<file path="config.mk">
export PLATFORM = sky130hd
export DESIGN_NAME = dma_arbiter
export DESIGN_NICKNAME = d
export VERILOG_FILES = /design/src/rtl/dma_arbiter.sv
export SDC_FILE = /design/constraint.sdc
export NUM_CORES = 1
export LEC_CHECK = 0
export BUFFER_PORTS_ARGS = -buffer_cell sky130_fd_sc_hd__buf_4
export CAP_MARGIN = 10
export CORE_ASPECT_RATIO = 0.9
export CORE_MARGIN = 2
export CORE_UTILIZATION = 40
export DETAILED_ROUTE_END_ITERATION = 7
export PLACE_DENSITY_LB_ADDON = 0.12
export REMOVE_ABC_BUFFERS = 1
export SETUP_SLACK_MARGIN = 0.02
export SYNTH_ARGS = -nofsm -noshare
export SYNTH_HDL_FRONTEND = slang
export SYNTH_SLANG_ARGS = --single-unit
</file>
<file path="constraint.sdc">
create_clock -name clk -period 7.7 [get_ports clk]
set_input_delay 0.385 -clock clk [delete_from_list [all_inputs] [get_ports clk]]
set_output_delay 0.385 -clock clk [all_outputs]
set_load 0.005 [all_outputs]
</file>
<file path="src/rtl/dma_arbiter.sv">
// Multi-channel DMA burst arbiter in front of a single-port memory.
// Round-robin by default; define DMA_ARB_FIXED_PRIO_EN for fixed priority (lowest index wins).
module dma_arbiter #(
    parameter int DATA_WIDTH = 16,
    parameter int ADDR_WIDTH = 20,
    parameter int NUM_CH     = 2,
    parameter int LEN_WIDTH  = 8
) (
    input  logic                         clk,
    input  logic                         reset,
    input  logic [NUM_CH-1:0]            ch_req,
    input  logic [NUM_CH-1:0]            ch_we,
    input  logic [NUM_CH*ADDR_WIDTH-1:0] ch_addr,
    input  logic [NUM_CH*LEN_WIDTH-1:0]  ch_len,
    input  logic [NUM_CH*DATA_WIDTH-1:0] ch_wdata,
    output logic [NUM_CH-1:0]            ch_gnt,
    output logic [NUM_CH-1:0]            ch_wready,
    output logic [NUM_CH-1:0]            ch_rvalid,
    output logic [DATA_WIDTH-1:0]        ch_rdata,
    output logic [NUM_CH-1:0]            ch_done,
    output logic                         mem_en,
    output logic                         mem_we,
    output logic [ADDR_WIDTH-1:0]        mem_addr,
    output logic [DATA_WIDTH-1:0]        mem_wdata,
    input  logic [DATA_WIDTH-1:0]        mem_rdata
);

    localparam int CH_W = (NUM_CH > 1) ? $clog2(NUM_CH) : 1;

    typedef enum logic [1:0] {
        IDLE  = 2'd0,
        XFER  = 2'd1,
        DRAIN = 2'd2,
        DONE  = 2'd3
    } state_t;

    state_t                state_r, state_nxt_s;
    logic [CH_W-1:0]       cur_r, cur_nxt_s, ptr_r, ptr_nxt_s, win_s;
    logic [ADDR_WIDTH-1:0] base_r, base_nxt_s;
    logic [LEN_WIDTH-1:0]  len_r, len_nxt_s, beat_r, beat_nxt_s;
    logic                  we_r, we_nxt_s;
    logic [NUM_CH-1:0]     gnt_r, wready_r, rvalid_r, done_r;
    logic                  mem_en_r, mem_we_r;
    logic [ADDR_WIDTH-1:0] mem_addr_r;

    function automatic logic [NUM_CH-1:0] onehot(input logic [CH_W-1:0] idx);
        logic [NUM_CH-1:0] v;
        for (int i = 0; i < NUM_CH; i++) begin
            v[i] = (idx == CH_W'(i));
        end
        return v;
    endfunction

`ifdef DMA_ARB_FIXED_PRIO_EN
    // Fixed-priority winner select: descending scan leaves the lowest requester.
    always_comb begin
        win_s = '0;
        for (int i = NUM_CH - 1; i >= 0; i--) begin
            if (ch_req[i]) begin
                win_s = CH_W'(i);
            end else begin
                win_s = win_s;
            end
        end
    end
`else
    int rr_idx_s;

    // Round-robin winner select: scan offsets from the pointer, nearest requester wins.
    always_comb begin
        win_s    = '0;
        rr_idx_s = 0;
        for (int i = NUM_CH - 1; i >= 0; i--) begin
            rr_idx_s = int'(ptr_r) + i;
            if (rr_idx_s >= NUM_CH) begin
                rr_idx_s = rr_idx_s - NUM_CH;
            end else begin
                rr_idx_s = rr_idx_s;
            end
            if (ch_req[rr_idx_s]) begin
                win_s = CH_W'(rr_idx_s);
            end else begin
                win_s = win_s;
            end
        end
    end
`endif

    // Burst FSM next-state and working-register updates.
    always_comb begin
        state_nxt_s = state_r;
        cur_nxt_s   = cur_r;
        ptr_nxt_s   = ptr_r;
        base_nxt_s  = base_r;
        len_nxt_s   = len_r;
        we_nxt_s    = we_r;
        beat_nxt_s  = beat_r;
        case (state_r)
            IDLE: begin
                if (|ch_req) begin
                    cur_nxt_s  = win_s;
                    base_nxt_s = ch_addr[int'(win_s)*ADDR_WIDTH +: ADDR_WIDTH];
                    len_nxt_s  = ch_len[int'(win_s)*LEN_WIDTH +: LEN_WIDTH];
                    we_nxt_s   = ch_we[win_s];
                    beat_nxt_s = '0;
                    ptr_nxt_s  = (win_s == CH_W'(NUM_CH - 1)) ? '0 : win_s + CH_W'(1);
                    if (len_nxt_s == '0) begin
                        state_nxt_s = DONE;
                    end else begin
                        state_nxt_s = XFER;
                    end
                end else begin
                    state_nxt_s = IDLE;
                end
            end
            XFER: begin
                if (beat_r == len_r - LEN_WIDTH'(1)) begin
                    state_nxt_s = we_r ? DONE : DRAIN;
                end else begin
                    beat_nxt_s = beat_r + LEN_WIDTH'(1);
                end
            end
            DRAIN:   state_nxt_s = DONE;
            DONE:    state_nxt_s = IDLE;
            default: state_nxt_s = IDLE;
        endcase
    end

    // State, working registers and registered outputs aligned to the next state.
    always_ff @(posedge clk or negedge reset) begin
        if (!reset) begin
            state_r    <= IDLE;
            cur_r      <= '0;
            ptr_r      <= '0;
            base_r     <= '0;
            len_r      <= '0;
            we_r       <= 1'b0;
            beat_r     <= '0;
            gnt_r      <= '0;
            wready_r   <= '0;
            rvalid_r   <= '0;
            done_r     <= '0;
            mem_en_r   <= 1'b0;
            mem_we_r   <= 1'b0;
            mem_addr_r <= '0;
        end else begin
            state_r    <= state_nxt_s;
            cur_r      <= cur_nxt_s;
            ptr_r      <= ptr_nxt_s;
            base_r     <= base_nxt_s;
            len_r      <= len_nxt_s;
            we_r       <= we_nxt_s;
            beat_r     <= beat_nxt_s;
            gnt_r      <= (state_nxt_s == XFER || state_nxt_s == DRAIN) ? onehot(cur_nxt_s) : '0;
            wready_r   <= (state_nxt_s == XFER && we_nxt_s) ? onehot(cur_nxt_s) : '0;
            done_r     <= (state_nxt_s == DONE) ? onehot(cur_nxt_s) : '0;
            mem_en_r   <= (state_nxt_s == XFER);
            mem_we_r   <= (state_nxt_s == XFER) && we_nxt_s;
            mem_addr_r <= (state_nxt_s == XFER) ? base_nxt_s + ADDR_WIDTH'(beat_nxt_s) : '0;
            // Memory answers one cycle after a read strobe; flag it for the owning channel.
            rvalid_r   <= (mem_en_r && !mem_we_r) ? gnt_r : '0;
        end
    end

    assign ch_gnt    = gnt_r;
    assign ch_wready = wready_r;
    assign ch_rvalid = rvalid_r;
    assign ch_done   = done_r;
    assign mem_en    = mem_en_r;
    assign mem_we    = mem_we_r;
    assign mem_addr  = mem_addr_r;
    // Write data passes straight through so the channel can advance right after wready.
    assign mem_wdata = (mem_en_r && mem_we_r) ? ch_wdata[int'(cur_r)*DATA_WIDTH +: DATA_WIDTH] : '0;
    assign ch_rdata  = (|rvalid_r) ? mem_rdata : '0;

endmodule

</file>
==> results of run 1 <==
area by class of cell:
cell class                 instances  area (um2)
inverter                          13        48.8
clock buffer                      11         253
multi-input combinational        339        2330
timing repair buffer             172        1290
sequential                        71        1780
tap                              129         161
clock inverter                     5         104
fill                             892        4290
power by group:
| part | internal [W] | total, W | leakage (nW) | switching (W) |
|---|---|---|---|---|
| registers | 0.000549 | 0.000677 | 0.885 | 0.000128 |
| clock network | 0.000334 | 0.000489 | 0.176 | 0.000155 |
| logic | 0.000566 | 0.00121 | 1.93 | 0.000641 |
| total | 0.00145 | 0.00237 | 2.99 | 0.000925 |
cell usage in the layout, fill, tap and decap left out, drive strengths merged, types with 9 or more instances in the layout:
cell type	instances
a21oi	20
and2	10
buf	172
clkbuf	11
dfrtp	71
ha	12
inv	13
mux2i	46
nand2	46
nand3	9
nor2	37
nor2b	21
o21ai	43
or3	9
xnor2	12
cells by family (layout without fill, tap and decap cells):
logic type / Yosys count / in the layout / share of synthesized area [%]
buffers and inverters: 30 / 201 / 2.88
XOR/XNOR: 17 / 17 / 4.03
flip-flops: 71 / 71 / 42.1
adder cells (fa/ha/maj): 13 / 13 / 4.03
AND/OR/NAND/NOR: 164 / 164 / 20.0
multiplexers: 49 / 49 / 11.8
AO/OA/AOI/OAI: 96 / 96 / 15.1
flip-flops by register name, indices dropped and copies added (netlist names):
name       count
base_r        20
mem_addr      20
beat_r         8
len_r          8
ch_done        2
ch_gnt         2
ch_rvalid      2
ch_wready      2
state_r        2
cur_r          1
mem_en         1
mem_we         1
ptr_r          1
we_r           1
worst max-delay path, stage by stage (launching register included):
cell                       delay [ns]
sky130_fd_sc_hd__dfrtp_1         0.44
sky130_fd_sc_hd__inv_1           0.09
sky130_fd_sc_hd__ha_1            0.21
sky130_fd_sc_hd__or3b_1          0.39
sky130_fd_sc_hd__o31a_1          0.25
sky130_fd_sc_hd__o2111a_2        0.31
sky130_fd_sc_hd__nand2_1         0.17
sky130_fd_sc_hd__nand2_1         0.16
sky130_fd_sc_hd__o21ai_0         0.41
sky130_fd_sc_hd__ha_1            0.31
sky130_fd_sc_hd__a21o_1          0.15
sky130_fd_sc_hd__a21oi_1         0.16
sky130_fd_sc_hd__nor2b_1         0.09
sky130_fd_sc_hd__a41oi_2         0.26
sky130_fd_sc_hd__nor3_2          0.08
sky130_fd_sc_hd__a21oi_2         0.33
sky130_fd_sc_hd__nor3_1          0.10
sky130_fd_sc_hd__mux2_1          0.33
routing by layer:
layer  track usage (%)  up-vias  share of wire [%]
li1                  -     1885                  -
met1              26.2     1802                 43
met2              35.4      132                 50
met3              3.29       11                6.0
met4              5.63        0                1.1
met5                 0        -                  0
worst min path at each step:
stage / from / to
CTS: reset / mem_addr[2]$_DFF_PN0_
global route: reset / mem_addr[2]$_DFF_PN0_
floorplan: reset / base_r[0]$_DFF_PN0_
detailed placement: ptr_r$_DFFE_PN0P_ / ptr_r$_DFFE_PN0P_
global placement: ptr_r$_DFFE_PN0P_ / ptr_r$_DFFE_PN0P_
finish: reset / base_r[3]$_DFF_PN0_
stage by stage:
stage | power (W) | instances | utilization (%) | hold WS [ns]
finish | 0.00237 | 740 | 58.2 | 0.191
global route | 0.00256 | 740 | 58.2 | 0.259
CTS | 0.00240 | 740 | 58.2 | 0.224
detailed placement | 0.00189 | 724 | 54.7 | 0.473
global placement | 0.00186 | 724 | 54.7 | 0.464
floorplan | 0.00143 | 423 | - | 0.0894
==> flow_summary.html, run 1 <==
<table>
<tr><th>Metric</th><th>Value</th></tr>
<tr><th colspan="2">Worst setup path</th></tr>
<tr><td>Worst Reg2Reg Path Length in Cells</td><td>17</td></tr>
<tr><td>Kind of capture point of the worst setup path</td><td>register</td></tr>
<tr><td>Type of the setup path with the least slack</td><td>reg2reg</td></tr>
<tr><td>Kind of start point of the critical path</td><td>register</td></tr>
<tr><td>Maximum fanout along the worst path</td><td>9</td></tr>
<tr><td>Beginning of the worst register-to-register path</td><td>len_r[0]$_DFFE_PN0P_</td></tr>
<tr><td>Crit path DAT</td><td>4.57 ns</td></tr>
<tr><td>R2r setup slk</td><td>3.33 ns</td></tr>
<tr><td>Reg-to-reg critical path endpoint</td><td>mem_addr[13]$_DFF_PN0_</td></tr>
<tr><td>Launching element of the worst setup path</td><td>len_r[0]$_DFFE_PN0P_</td></tr>
<tr><td>Required time reported for the critical path endpoint</td><td>7.90 ns</td></tr>
<tr><td>Worst setup path end</td><td>mem_addr[13]$_DFF_PN0_</td></tr>
<tr><th colspan="2">Flow run</th></tr>
<tr><td>Maxcap violations</td><td>0</td></tr>
<tr><th colspan="2">Drt</th></tr>
<tr><td>Residual antenna-violating net count after detailed routing</td><td>0</td></tr>
<tr><td>Router iterations before antenna repair</td><td>4</td></tr>
<tr><td>Drc violations</td><td>0</td></tr>
<tr><td>Via count normalized by instance count</td><td>5.18</td></tr>
<tr><td>Initial DRC count</td><td>136</td></tr>
<tr><td>Wirelength per Cell</td><td>15.6 um</td></tr>
<tr><td>Vias after detailed routing</td><td>3,830</td></tr>
<tr><td>WL final</td><td>11,600 um</td></tr>
<tr><th colspan="2">Timing</th></tr>
<tr><td>Layout Skew</td><td>0.00607 ns</td></tr>
<tr><td>Final setup viols</td><td>0</td></tr>
<tr><td>Hold Fails Final Rpt</td><td>0</td></tr>
<tr><td>Unrepaired setup endpoints after global routing</td><td>no</td></tr>
<tr><td>Worst slew margin relative to its limit</td><td>30.6%</td></tr>
<tr><td>Transition at the pin with the smallest max-transition slack</td><td>1.04 ns</td></tr>
<tr><td>Max-slew violation count</td><td>0</td></tr>
<tr><td>Post-route clock period utilization</td><td>56.8%</td></tr>
<tr><td>Final-layout setup total negative slack</td><td>0 ns</td></tr>
<tr><td>Maximum achievable frequency</td><td>0.229 GHz</td></tr>
<tr><td>Time the final worst path needs with I/O delays and setup</td><td>4.37 ns</td></tr>
<tr><td>Setup ws final</td><td>3.33 ns</td></tr>
<tr><th colspan="2">Floorplanning</th></tr>
<tr><td>X dimension of the die</td><td>112 um</td></tr>
<tr><td>Placeable core region</td><td>0.0102 mm2</td></tr>
<tr><td>Die height</td><td>101 um</td></tr>
<tr><td>Number of rows created at floorplan</td><td>35</td></tr>
<tr><td>Initial core utilization</td><td>41.2%</td></tr>
<tr><td>Area enclosed by the die boundary</td><td>0.0114 mm2</td></tr>
<tr><td>I/O Pins</td><td>172</td></tr>
<tr><th colspan="2">Outcome</th></tr>
<tr><td>Result of the run</td><td>complete, no violations</td></tr>
<tr><th colspan="2">Place</th></tr>
<tr><td>Half-perimeter wire length after detailed placement</td><td>8690 um</td></tr>
<tr><td>Count of buffers from port buffering</td><td>171</td></tr>
<tr><td>Routability-driven placement congestion ratio</td><td>0.830</td></tr>
<tr><td>Placed Instance Area</td><td>0.00560 mm2</td></tr>
<tr><td>Setup Slack @ Placement</td><td>3.34 ns</td></tr>
<tr><th colspan="2">Yosys</th></tr>
<tr><td>Commonest cells in the synthesized netlist</td><td>sky130_fd_sc_hd__dfrtp_1 (71), sky130_fd_sc_hd__mux2i_1 (46), sky130_fd_sc_hd__nand2_1 (46), sky130_fd_sc_hd__o21ai_0 (41), sky130_fd_sc_hd__nor2_1 (37)</td></tr>
<tr><td>Cell type with the largest total area after synthesis</td><td>sky130_fd_sc_hd__dfrtp_1</td></tr>
<tr><td>Cell area after technology mapping</td><td>0.00422 mm2</td></tr>
<tr><td>Fraction of the yosys area taken by sequential cells</td><td>42.1%</td></tr>
<tr><td>FFs w/ async S/R, synth</td><td>100%</td></tr>
<tr><td>Top cells by area, synth</td><td>sky130_fd_sc_hd__dfrtp_1 (42%), sky130_fd_sc_hd__mux2i_1 (11%), sky130_fd_sc_hd__o21ai_0 (4.9%)</td></tr>
<tr><td>Most frequently used cell type in the post-synthesis netlist</td><td>sky130_fd_sc_hd__dfrtp_1</td></tr>
<tr><td>Post-Syn Area per Cell</td><td>9.59 um2</td></tr>
<tr><td>Synthesis-stage register bit count</td><td>71</td></tr>
<tr><td>Most used flip-flop cell after synthesis</td><td>sky130_fd_sc_hd__dfrtp_1</td></tr>
<tr><td>Synth warnings</td><td>0</td></tr>
<tr><td>Unique masters post-synth</td><td>65</td></tr>
<tr><td>Count of flip-flops with a built-in enable after synthesis</td><td>0</td></tr>
<tr><td>Post-synth top area share</td><td>42.1%</td></tr>
<tr><td>Gate count of the mapped netlist</td><td>440</td></tr>
<tr><th colspan="2">Clocking</th></tr>
<tr><td>Post-CTS setup repair buffer count</td><td>0</td></tr>
<tr><td>CTS HTree Levels</td><td>3</td></tr>
<tr><td>Number of buffers between clock root and the deepest sink</td><td>2</td></tr>
<tr><td>Reg clk slew, reported paths</td><td>0.06 ns</td></tr>
<tr><td>Clock latency at the later pin of the worst-skew pair</td><td>0.33 ns</td></tr>
<tr><td>Total clock sinks</td><td>71</td></tr>
<tr><td>Resize count post-CTS</td><td>0</td></tr>
<tr><td>Number of buffers created by CTS</td><td>9</td></tr>
<tr><td>Clock tree from TritonCTS</td><td>done</td></tr>
<tr><td>Post-CTS Hold Buffers</td><td>0</td></tr>
<tr><td>Root buffer cell</td><td>sky130_fd_sc_hd__clkbuf_16</td></tr>
<tr><th colspan="2">Cells and area</th></tr>
<tr><td>Non-Filler Cell Area, Final</td><td>0.00596 mm2</td></tr>
<tr><td>Layout net count</td><td>729</td></tr>
<tr><td>Antenna diodes</td><td>0</td></tr>
<tr><td>Share of layout cells above drive strength 1</td><td>34.2%</td></tr>
<tr><td>Syn-to-layout area delta</td><td>41.3%</td></tr>
<tr><th colspan="2">Power</th></tr>
<tr><td>Pleak</td><td>2.99 nW</td></tr>
<tr><td>Peak supply drop</td><td>201 uV</td></tr>
<tr><td>Power per Cell Area</td><td>398 mW/mm2</td></tr>
<tr><th colspan="2">Global route</th></tr>
<tr><td>Total overflow reported by the global router</td><td>0</td></tr>
<tr><td>Global router's overall resource usage</td><td>20.2%</td></tr>
<tr><td>Via count of the first global-routing pass</td><td>3,636</td></tr>
<tr><td>Antenna violations before repair</td><td>0</td></tr>
<tr><td>Wire length of the first global-routing pass</td><td>18,400 um</td></tr>
<tr><td>Maximum number of pins on one net before global-route repair</td><td>72</td></tr>
<tr><th colspan="2">Min path</th></tr>
<tr><td>Type of the most critical hold path</td><td>in2async</td></tr>
</table>
(Power assumes the default switching activity.)
==> run 2: changes to the inputs <==
Clock period 7.7 ns to 4.3 ns, I/O delays scaled along.
==> run 2 against run 1 <==
Sequential power rose by 79%. Register-to-register slack lost 3.1 ns. Clock-buffer cell count shrank 2. Global-route usage shrank 0.33 points. Sequential cell count unchanged. Fmax increased by 8.2%. Die area unchanged. Cell area is 1.3% higher. Critical path depth increased by 1. Wire length shrank 0.43%. Largest power group unchanged. Worst hold slack got worse by 0.19 ns.
==> flow_summary.html, run 2 (synthesized netlist as in run 1, its figures left out) <==
<table>
<tr><th>Metric</th><th>Value</th></tr>
<tr><th colspan="2">Drt</th></tr>
<tr><td>Vias after detailed routing</td><td>3,859</td></tr>
<tr><td>WL final</td><td>11,500 um</td></tr>
<tr><td>Initial DRC count</td><td>148</td></tr>
<tr><td>Router iterations before antenna repair</td><td>4</td></tr>
<tr><td>Drc violations</td><td>0</td></tr>
<tr><td>Wirelength per Cell</td><td>15.4 um</td></tr>
<tr><td>Via count normalized by instance count</td><td>5.17</td></tr>
<tr><td>Residual antenna-violating net count after detailed routing</td><td>0</td></tr>
<tr><th colspan="2">Place</th></tr>
<tr><td>Count of buffers from port buffering</td><td>171</td></tr>
<tr><td>Half-perimeter wire length after detailed placement</td><td>8740 um</td></tr>
<tr><td>Setup Slack @ Placement</td><td>0.0351 ns</td></tr>
<tr><td>Placed Instance Area</td><td>0.00563 mm2</td></tr>
<tr><td>Placed Cells</td><td>728</td></tr>
<tr><td>Routability-driven placement congestion ratio</td><td>0.868</td></tr>
<tr><th colspan="2">Worst setup path</th></tr>
<tr><td>Crit path DAT</td><td>4.30 ns</td></tr>
<tr><td>Beginning of the worst register-to-register path</td><td>len_r[0]$_DFFE_PN0P_</td></tr>
<tr><td>R2r setup slk</td><td>0.26 ns</td></tr>
<tr><td>Maximum fanout along the worst path</td><td>9</td></tr>
<tr><td>Worst Reg2Reg Path Length in Cells</td><td>18</td></tr>
<tr><td>Kind of capture point of the worst setup path</td><td>register</td></tr>
<tr><td>Worst setup path end</td><td>mem_addr[19]$_DFF_PN0_</td></tr>
<tr><td>Kind of start point of the critical path</td><td>register</td></tr>
<tr><td>Required time reported for the critical path endpoint</td><td>4.56 ns</td></tr>
<tr><td>Launching element of the worst setup path</td><td>len_r[0]$_DFFE_PN0P_</td></tr>
<tr><td>Type of the setup path with the least slack</td><td>reg2reg</td></tr>
<tr><td>Reg-to-reg critical path endpoint</td><td>mem_addr[19]$_DFF_PN0_</td></tr>
<tr><th colspan="2">Cells and area</th></tr>
<tr><td>Share of layout cells above drive strength 1</td><td>36.6%</td></tr>
<tr><td>FF+latch area</td><td>0.00178 mm2</td></tr>
<tr><td>Layout net count</td><td>735</td></tr>
<tr><td>Leading cell type in the layout, fill and taps excluded</td><td>sky130_fd_sc_hd__buf_4</td></tr>
<tr><td>Fillcell total</td><td>884</td></tr>
<tr><td>Multi-input logic area</td><td>0.00240 mm2</td></tr>
<tr><td>Post-layout instance count excluding filler cells</td><td>746</td></tr>
<tr><td>Non-Filler Cell Area, Final</td><td>0.00604 mm2</td></tr>
<tr><td>Commonest cells after routing, fill and taps aside</td><td>sky130_fd_sc_hd__buf_4 (177), sky130_fd_sc_hd__dfrtp_1 (70), sky130_fd_sc_hd__mux2i_1 (46)</td></tr>
<tr><td>Antenna diodes</td><td>0</td></tr>
<tr><td>Syn-to-layout area delta</td><td>43.1%</td></tr>
<tr><th colspan="2">Floorplanning</th></tr>
<tr><td>Area enclosed by the die boundary</td><td>0.0114 mm2</td></tr>
<tr><td>Initial core utilization</td><td>41.2%</td></tr>
<tr><td>Die height</td><td>101 um</td></tr>
<tr><td>Placeable core region</td><td>0.0102 mm2</td></tr>
<tr><td>I/O Pins</td><td>172</td></tr>
<tr><td>Number of rows created at floorplan</td><td>35</td></tr>
<tr><td>X dimension of the die</td><td>112 um</td></tr>
<tr><th colspan="2">Timing</th></tr>
<tr><td>Post-route clock period utilization</td><td>93.9%</td></tr>
<tr><td>Transition at the pin with the smallest max-transition slack</td><td>0.891 ns</td></tr>
<tr><td>Final setup viols</td><td>0</td></tr>
<tr><td>Final-layout setup total negative slack</td><td>0 ns</td></tr>
<tr><td>Maximum achievable frequency</td><td>0.248 GHz</td></tr>
<tr><td>Time the final worst path needs with I/O delays and setup</td><td>4.04 ns</td></tr>
<tr><td>Unrepaired setup endpoints after global routing</td><td>no</td></tr>
<tr><td>Worst slack on hold paths</td><td>0.00185 ns</td></tr>
<tr><td>Layout Skew</td><td>0.00721 ns</td></tr>
<tr><td>Max-slew violation count</td><td>0</td></tr>
<tr><td>Worst slew margin relative to its limit</td><td>40.6%</td></tr>
<tr><td>Hold Fails Final Rpt</td><td>0</td></tr>
<tr><td>Setup ws final</td><td>0.262 ns</td></tr>
<tr><th colspan="2">Clocking</th></tr>
<tr><td>Number of buffers between clock root and the deepest sink</td><td>2</td></tr>
<tr><td>Reg clk slew, reported paths</td><td>0.06 ns</td></tr>
<tr><td>Post-CTS Hold Buffers</td><td>0</td></tr>
<tr><td>Root buffer cell</td><td>sky130_fd_sc_hd__clkbuf_16</td></tr>
<tr><td>Clock latency at the later pin of the worst-skew pair</td><td>0.33 ns</td></tr>
<tr><td>Number of buffers created by CTS</td><td>9</td></tr>
<tr><td>Total clock sinks</td><td>71</td></tr>
<tr><td>Clock tree from TritonCTS</td><td>done</td></tr>
<tr><td>CTS HTree Levels</td><td>3</td></tr>
<tr><th colspan="2">Min path</th></tr>
<tr><td>Type of the most critical hold path</td><td>in2async</td></tr>
<tr><th colspan="2">Global route</th></tr>
<tr><td>Antenna violations before repair</td><td>0</td></tr>
<tr><td>Wire length of the first global-routing pass</td><td>18,000 um</td></tr>
<tr><td>Via count of the first global-routing pass</td><td>3,650</td></tr>
<tr><td>Total overflow reported by the global router</td><td>0</td></tr>
<tr><td>Maximum number of pins on one net before global-route repair</td><td>72</td></tr>
<tr><td>Global router's overall resource usage</td><td>19.9%</td></tr>
<tr><th colspan="2">Flow run</th></tr>
<tr><td>Maxcap violations</td><td>0</td></tr>
<tr><th colspan="2">Power</th></tr>
<tr><td>Power per Cell Area</td><td>709 mW/mm2</td></tr>
<tr><td>Pleak</td><td>3.00 nW</td></tr>
<tr><td>Peak supply drop</td><td>330 uV</td></tr>
<tr><th colspan="2">Outcome</th></tr>
<tr><td>Result of the run</td><td>complete, no violations</td></tr>
</table>
==> run 2: cell types whose count changed in the layout (fill, tap and decap cells not counted), moves of 2 or more <==
cell / previous run / this run
sky130_fd_sc_hd__clkbuf_8: 2 / 0
sky130_fd_sc_hd__a21oi_1: 18 / 16
sky130_fd_sc_hd__ha_2: 0 / 2
sky130_fd_sc_hd__a21oi_4: 0 / 2
sky130_fd_sc_hd__buf_4: 172 / 177
sky130_fd_sc_hd__o21ai_1: 2 / 4
sky130_fd_sc_hd__clkinvlp_4: 0 / 3
sky130_fd_sc_hd__ha_1: 12 / 10
sky130_fd_sc_hd__o21ai_0: 41 / 38
==> run 2: repair_timing <==
| action | 4_1_cts | 5_1_grt |
|---|---|---|
| pin swaps | 0 | 6 |
| cloned | 0 | 1 |
| setup buffers | 0 | 1 |
| setup endpoints to repair | 1 | 12 |
| gates resized for setup | 1 | 16 |
| hold endpoints to repair | 0 | 0 |
==> run 2: critical path, cell delays in order (launching register included) <==
cell	delay (ns)
sky130_fd_sc_hd__dfrtp_2	0.44
sky130_fd_sc_hd__inv_1	0.07
sky130_fd_sc_hd__ha_2	0.20
sky130_fd_sc_hd__or3b_1	0.38
sky130_fd_sc_hd__o31a_1	0.25
sky130_fd_sc_hd__o2111a_2	0.31
sky130_fd_sc_hd__nand2_1	0.12
sky130_fd_sc_hd__buf_4	0.13
sky130_fd_sc_hd__a21oi_1	0.06
sky130_fd_sc_hd__o21ai_1	0.16
sky130_fd_sc_hd__o31ai_2	0.11
sky130_fd_sc_hd__ha_1	0.34
sky130_fd_sc_hd__a21oi_1	0.10
sky130_fd_sc_hd__nor2b_2	0.17
sky130_fd_sc_hd__a41oi_2	0.17
sky130_fd_sc_hd__nor3_4	0.26
sky130_fd_sc_hd__a21oi_4	0.13
sky130_fd_sc_hd__or4_1	0.42
sky130_fd_sc_hd__a21oi_1	0.16
==> run 2: area by class of cell <==
type / count / area share, %
Clock buffer: 9 / 3.73
Clock inverter: 7 / 1.60
Inverter: 13 / 0.808
Multi-Input combinational cell: 340 / 39.7
Sequential cell: 71 / 29.5
Tap cell: 129 / 2.67
Timing Repair Buffer: 177 / 22.0
==> run 2: metrics by stage <==
stage               util, %  power [W]
detailed placement     55.0    0.00339
floorplan                 -    0.00257
global placement       55.0    0.00334
global route           58.9    0.00466
finish                 58.9    0.00428
CTS                    58.1    0.00422
==> run 2: power breakdown <==
part	leakage [nW]	internal [W]	switching, W	total, W
sequential	0.884	0.000983	0.000226	0.00121
clock	0.148	0.000508	0.000288	0.000796
combinational	1.96	0.00108	0.00120	0.00228
total	3.00	0.00257	0.00171	0.00428
==> run 2: routing by layer <==
layer / routed length (um) / share of wire (%) / vias up / track usage (%)
met3: 760 / 6.6 / 5 / 4.19
li1: - / - / 1910 / -
met2: 5910 / 51 / 138 / 35.4
met4: 62 / 0.54 / 0 / 5.16
met5: 0 / 0 / - / 0
met1: 4770 / 41 / 1806 / 24.9
==> run 2: worst min path at each step <==
| stage | to | slack (ns) |
|---|---|---|
| floorplan | base_r[0]$_DFF_PN0_ | -0.08 |
| global placement | base_r[2]$_DFF_PN0_ | 0.40 |
| detailed placement | base_r[3]$_DFF_PN0_ | 0.40 |
| CTS | base_r[3]$_DFF_PN0_ | 0.04 |
| global route | base_r[3]$_DFF_PN0_ | 0.08 |
| finish | base_r[3]$_DFF_PN0_ | 0.002 |
==> run 3: changes to the inputs <==
Settings changed: PLACE_DENSITY set to 0.68, PLACE_DENSITY_LB_ADDON 0.12 to unset, REMOVE_ABC_BUFFERS 1 to unset.
==> run 3 against run 2 <==
Sequential share of layout area barely moved. Critical path depth fell by 3. Non-clock buffer count did not move. Die area did not move. Global-route usage fell by 0.50 points. Sequential cell count did not move. Largest cell class unchanged. First-iteration DRC count fell by 1.4%. Clock power barely moved. Critical endpoint is now mem_addr[10]$_DFF_PN0_.
==> flow_summary.html, run 3 (synthesized netlist as in run 1, its figures left out) <==
<table>
<tr><th>Metric</th><th>Value</th></tr>
<tr><th colspan="2">Outcome</th></tr>
<tr><td>Result of the run</td><td>complete, no violations</td></tr>
<tr><th colspan="2">Cells and area</th></tr>
<tr><td>FF+latch area</td><td>0.00178 mm2</td></tr>
<tr><td>Multi-input logic area</td><td>0.00240 mm2</td></tr>
<tr><td>Antenna diodes</td><td>0</td></tr>
<tr><td>Non-Filler Cell Area, Final</td><td>0.00604 mm2</td></tr>
<tr><td>Fillcell total</td><td>905</td></tr>
<tr><td>Share of layout cells above drive strength 1</td><td>36.3%</td></tr>
<tr><td>Syn-to-layout area delta</td><td>43.1%</td></tr>
<tr><td>Leading cell type in the layout, fill and taps excluded</td><td>sky130_fd_sc_hd__buf_4</td></tr>
<tr><td>Layout net count</td><td>735</td></tr>
<tr><td>Commonest cells after routing, fill and taps aside</td><td>sky130_fd_sc_hd__buf_4 (177), sky130_fd_sc_hd__dfrtp_1 (71), sky130_fd_sc_hd__mux2i_1 (46)</td></tr>
<tr><td>Post-layout instance count excluding filler cells</td><td>746</td></tr>
<tr><th colspan="2">Worst setup path</th></tr>
<tr><td>Beginning of the worst register-to-register path</td><td>len_r[2]$_DFFE_PN0P_</td></tr>
<tr><td>Maximum fanout along the worst path</td><td>7</td></tr>
<tr><td>R2r setup slk</td><td>0.22 ns</td></tr>
<tr><td>Type of the setup path with the least slack</td><td>reg2reg</td></tr>
<tr><td>Kind of capture point of the worst setup path</td><td>register</td></tr>
<tr><td>Required time reported for the critical path endpoint</td><td>4.56 ns</td></tr>
<tr><td>Launching element of the worst setup path</td><td>len_r[2]$_DFFE_PN0P_</td></tr>
<tr><td>Crit path DAT</td><td>4.33 ns</td></tr>
<tr><td>Kind of start point of the critical path</td><td>register</td></tr>
<tr><th colspan="2">Timing</th></tr>
<tr><td>Final-layout setup total negative slack</td><td>0 ns</td></tr>
<tr><td>Maximum achievable frequency</td><td>0.245 GHz</td></tr>
<tr><td>Transition at the pin with the smallest max-transition slack</td><td>0.895 ns</td></tr>
<tr><td>Final setup viols</td><td>0</td></tr>
<tr><td>Worst slew margin relative to its limit</td><td>40.4%</td></tr>
<tr><td>Hold Fails Final Rpt</td><td>0</td></tr>
<tr><td>Time the final worst path needs with I/O delays and setup</td><td>4.08 ns</td></tr>
<tr><td>Max-slew violation count</td><td>0</td></tr>
<tr><td>Post-route clock period utilization</td><td>94.8%</td></tr>
<tr><td>Layout Skew</td><td>0.0126 ns</td></tr>
<tr><td>Setup ws final</td><td>0.224 ns</td></tr>
<tr><th colspan="2">Clocking</th></tr>
<tr><td>Number of buffers between clock root and the deepest sink</td><td>2</td></tr>
<tr><td>Clock latency at the later pin of the worst-skew pair</td><td>0.33 ns</td></tr>
<tr><td>Total clock sinks</td><td>71</td></tr>
<tr><td>Clock tree from TritonCTS</td><td>done</td></tr>
<tr><td>CTS HTree Levels</td><td>3</td></tr>
<tr><td>Root buffer cell</td><td>sky130_fd_sc_hd__clkbuf_16</td></tr>
<tr><td>Number of buffers created by CTS</td><td>9</td></tr>
<tr><td>Reg clk slew, reported paths</td><td>0.06 ns</td></tr>
<tr><th colspan="2">Power</th></tr>
<tr><td>Pleak</td><td>3.00 nW</td></tr>
<tr><td>Peak supply drop</td><td>449 uV</td></tr>
<tr><td>Total Power</td><td>0.00431 W</td></tr>
<tr><td>Power per Cell Area</td><td>714 mW/mm2</td></tr>
<tr><th colspan="2">Drt</th></tr>
<tr><td>Total met3 wirelength after detailed routing</td><td>607 um</td></tr>
<tr><td>Wire length on met2</td><td>6000 um</td></tr>
<tr><td>Via count normalized by instance count</td><td>5.15</td></tr>
<tr><td>Topmost layer with routed signal wires</td><td>met4</td></tr>
<tr><td>Drc violations</td><td>0</td></tr>
<tr><td>WL final</td><td>11,700 um</td></tr>
<tr><td>Router iterations before antenna repair</td><td>5</td></tr>
<tr><td>Initial DRC count</td><td>146</td></tr>
<tr><td>Residual antenna-violating net count after detailed routing</td><td>0</td></tr>
<tr><td>Wire length on met1</td><td>4920 um</td></tr>
<tr><td>Wirelength per Cell</td><td>15.7 um</td></tr>
<tr><td>Vias after detailed routing</td><td>3,840</td></tr>
<tr><th colspan="2">Global route</th></tr>
<tr><td>Global router's overall resource usage</td><td>19.4%</td></tr>
<tr><td>Via count of the first global-routing pass</td><td>3,729</td></tr>
<tr><td>Total overflow reported by the global router</td><td>0</td></tr>
<tr><td>Wire length of the first global-routing pass</td><td>17,800 um</td></tr>
<tr><td>Antenna violations before repair</td><td>0</td></tr>
<tr><td>Maximum number of pins on one net before global-route repair</td><td>72</td></tr>
<tr><th colspan="2">Min path</th></tr>
<tr><td>Type of the most critical hold path</td><td>in2async</td></tr>
<tr><th colspan="2">Floorplanning</th></tr>
<tr><td>I/O Pins</td><td>172</td></tr>
<tr><td>Initial core utilization</td><td>41.2%</td></tr>
<tr><td>Die height</td><td>101 um</td></tr>
<tr><td>Area enclosed by the die boundary</td><td>0.0114 mm2</td></tr>
<tr><td>X dimension of the die</td><td>112 um</td></tr>
<tr><td>Placeable core region</td><td>0.0102 mm2</td></tr>
<tr><td>Number of rows created at floorplan</td><td>35</td></tr>
<tr><th colspan="2">Place</th></tr>
<tr><td>Routability-driven placement congestion ratio</td><td>0.867</td></tr>
<tr><td>Placed Cells</td><td>728</td></tr>
<tr><td>Setup Slack @ Placement</td><td>0.0163 ns</td></tr>
<tr><td>Placed Instance Area</td><td>0.00563 mm2</td></tr>
<tr><td>Half-perimeter wire length after detailed placement</td><td>8780 um</td></tr>
<tr><td>Count of buffers from port buffering</td><td>171</td></tr>
<tr><th colspan="2">Yosys</th></tr>
<tr><td>Syn nets</td><td>563</td></tr>
<tr><th colspan="2">Flow run</th></tr>
<tr><td>Maxcap violations</td><td>0</td></tr>
</table>
## run 3: through the flow
stage               hold slack [ns]  util (%)
floorplan                   -0.0806         -
global route                  0.102      58.9
global placement              0.388      55.0
finish                      0.00733      58.9
detailed placement            0.400      55.0
CTS                          0.0488      58.1
## run 3: worst paths after layout
| kind | end | depth (start not counted) |
|---|---|---|
| max | mem_addr[10]$_DFF_PN0_ | 15 |
| min | mem_addr[4]$_DFF_PN0_ | 1 |
| max reg2reg | mem_addr[10]$_DFF_PN0_ | 15 |
| min reg2reg | ptr_r$_DFFE_PN0P_ | 1 |
| max in group asynchronous | base_r[11]$_DFF_PN0_ | 1 |
| min in group clk | ptr_r$_DFFE_PN0P_ | 2 |
## run 3: what timing repair did
| item | 4_1_cts | 5_1_grt |
|---|---|---|
| gates resized for setup | 2 | 12 |
| pin swaps | 0 | 5 |
| buffers inserted | 0 | 1 |
| cloned | 0 | 1 |
| endpoints found under the setup margin | 2 | 12 |
| hold buffers | 0 | 0 |
## run 3: report_power, final
part / switching (W) / internal [W]
clock network: 0.000287 / 0.000508
registers: 0.000232 / 0.000982
logic: 0.00123 / 0.00107
total: 0.00175 / 0.00256
## run 3: layout make-up
type | count | area share [%]
Multi-Input combinational cell | 340 | 39.8
Sequential cell | 71 | 29.4
Timing Repair Buffer | 177 | 22.0
Clock buffer | 9 | 3.73
Tap cell | 129 | 2.67
Clock inverter | 7 | 1.58
Inverter | 13 | 0.808
## run 3: worst max-delay path: stages, from the launching register on
cell and delay [ns]:
sky130_fd_sc_hd__dfrtp_1 0.46, sky130_fd_sc_hd__or4_4 0.56, sky130_fd_sc_hd__or4_4 0.54, sky130_fd_sc_hd__nand3_4 0.11, sky130_fd_sc_hd__nand2_2 0.10, sky130_fd_sc_hd__nand2_2 0.16
sky130_fd_sc_hd__nand3_1 0.09, sky130_fd_sc_hd__o21ai_1 0.15, sky130_fd_sc_hd__ha_1 0.23, sky130_fd_sc_hd__fa_1 0.24, sky130_fd_sc_hd__a21o_1 0.18, sky130_fd_sc_hd__a21oi_4 0.08
sky130_fd_sc_hd__o31ai_4 0.42, sky130_fd_sc_hd__o311ai_4 0.17, sky130_fd_sc_hd__or3_1 0.36, sky130_fd_sc_hd__a21oi_1 0.15
## run 3: routing by layer
metal	global-route usage (%)	up-vias
met4	6.38	0
met5	0	-
met3	3.05	18
li1	-	1907
met1	25.3	1802
met2	33.4	113
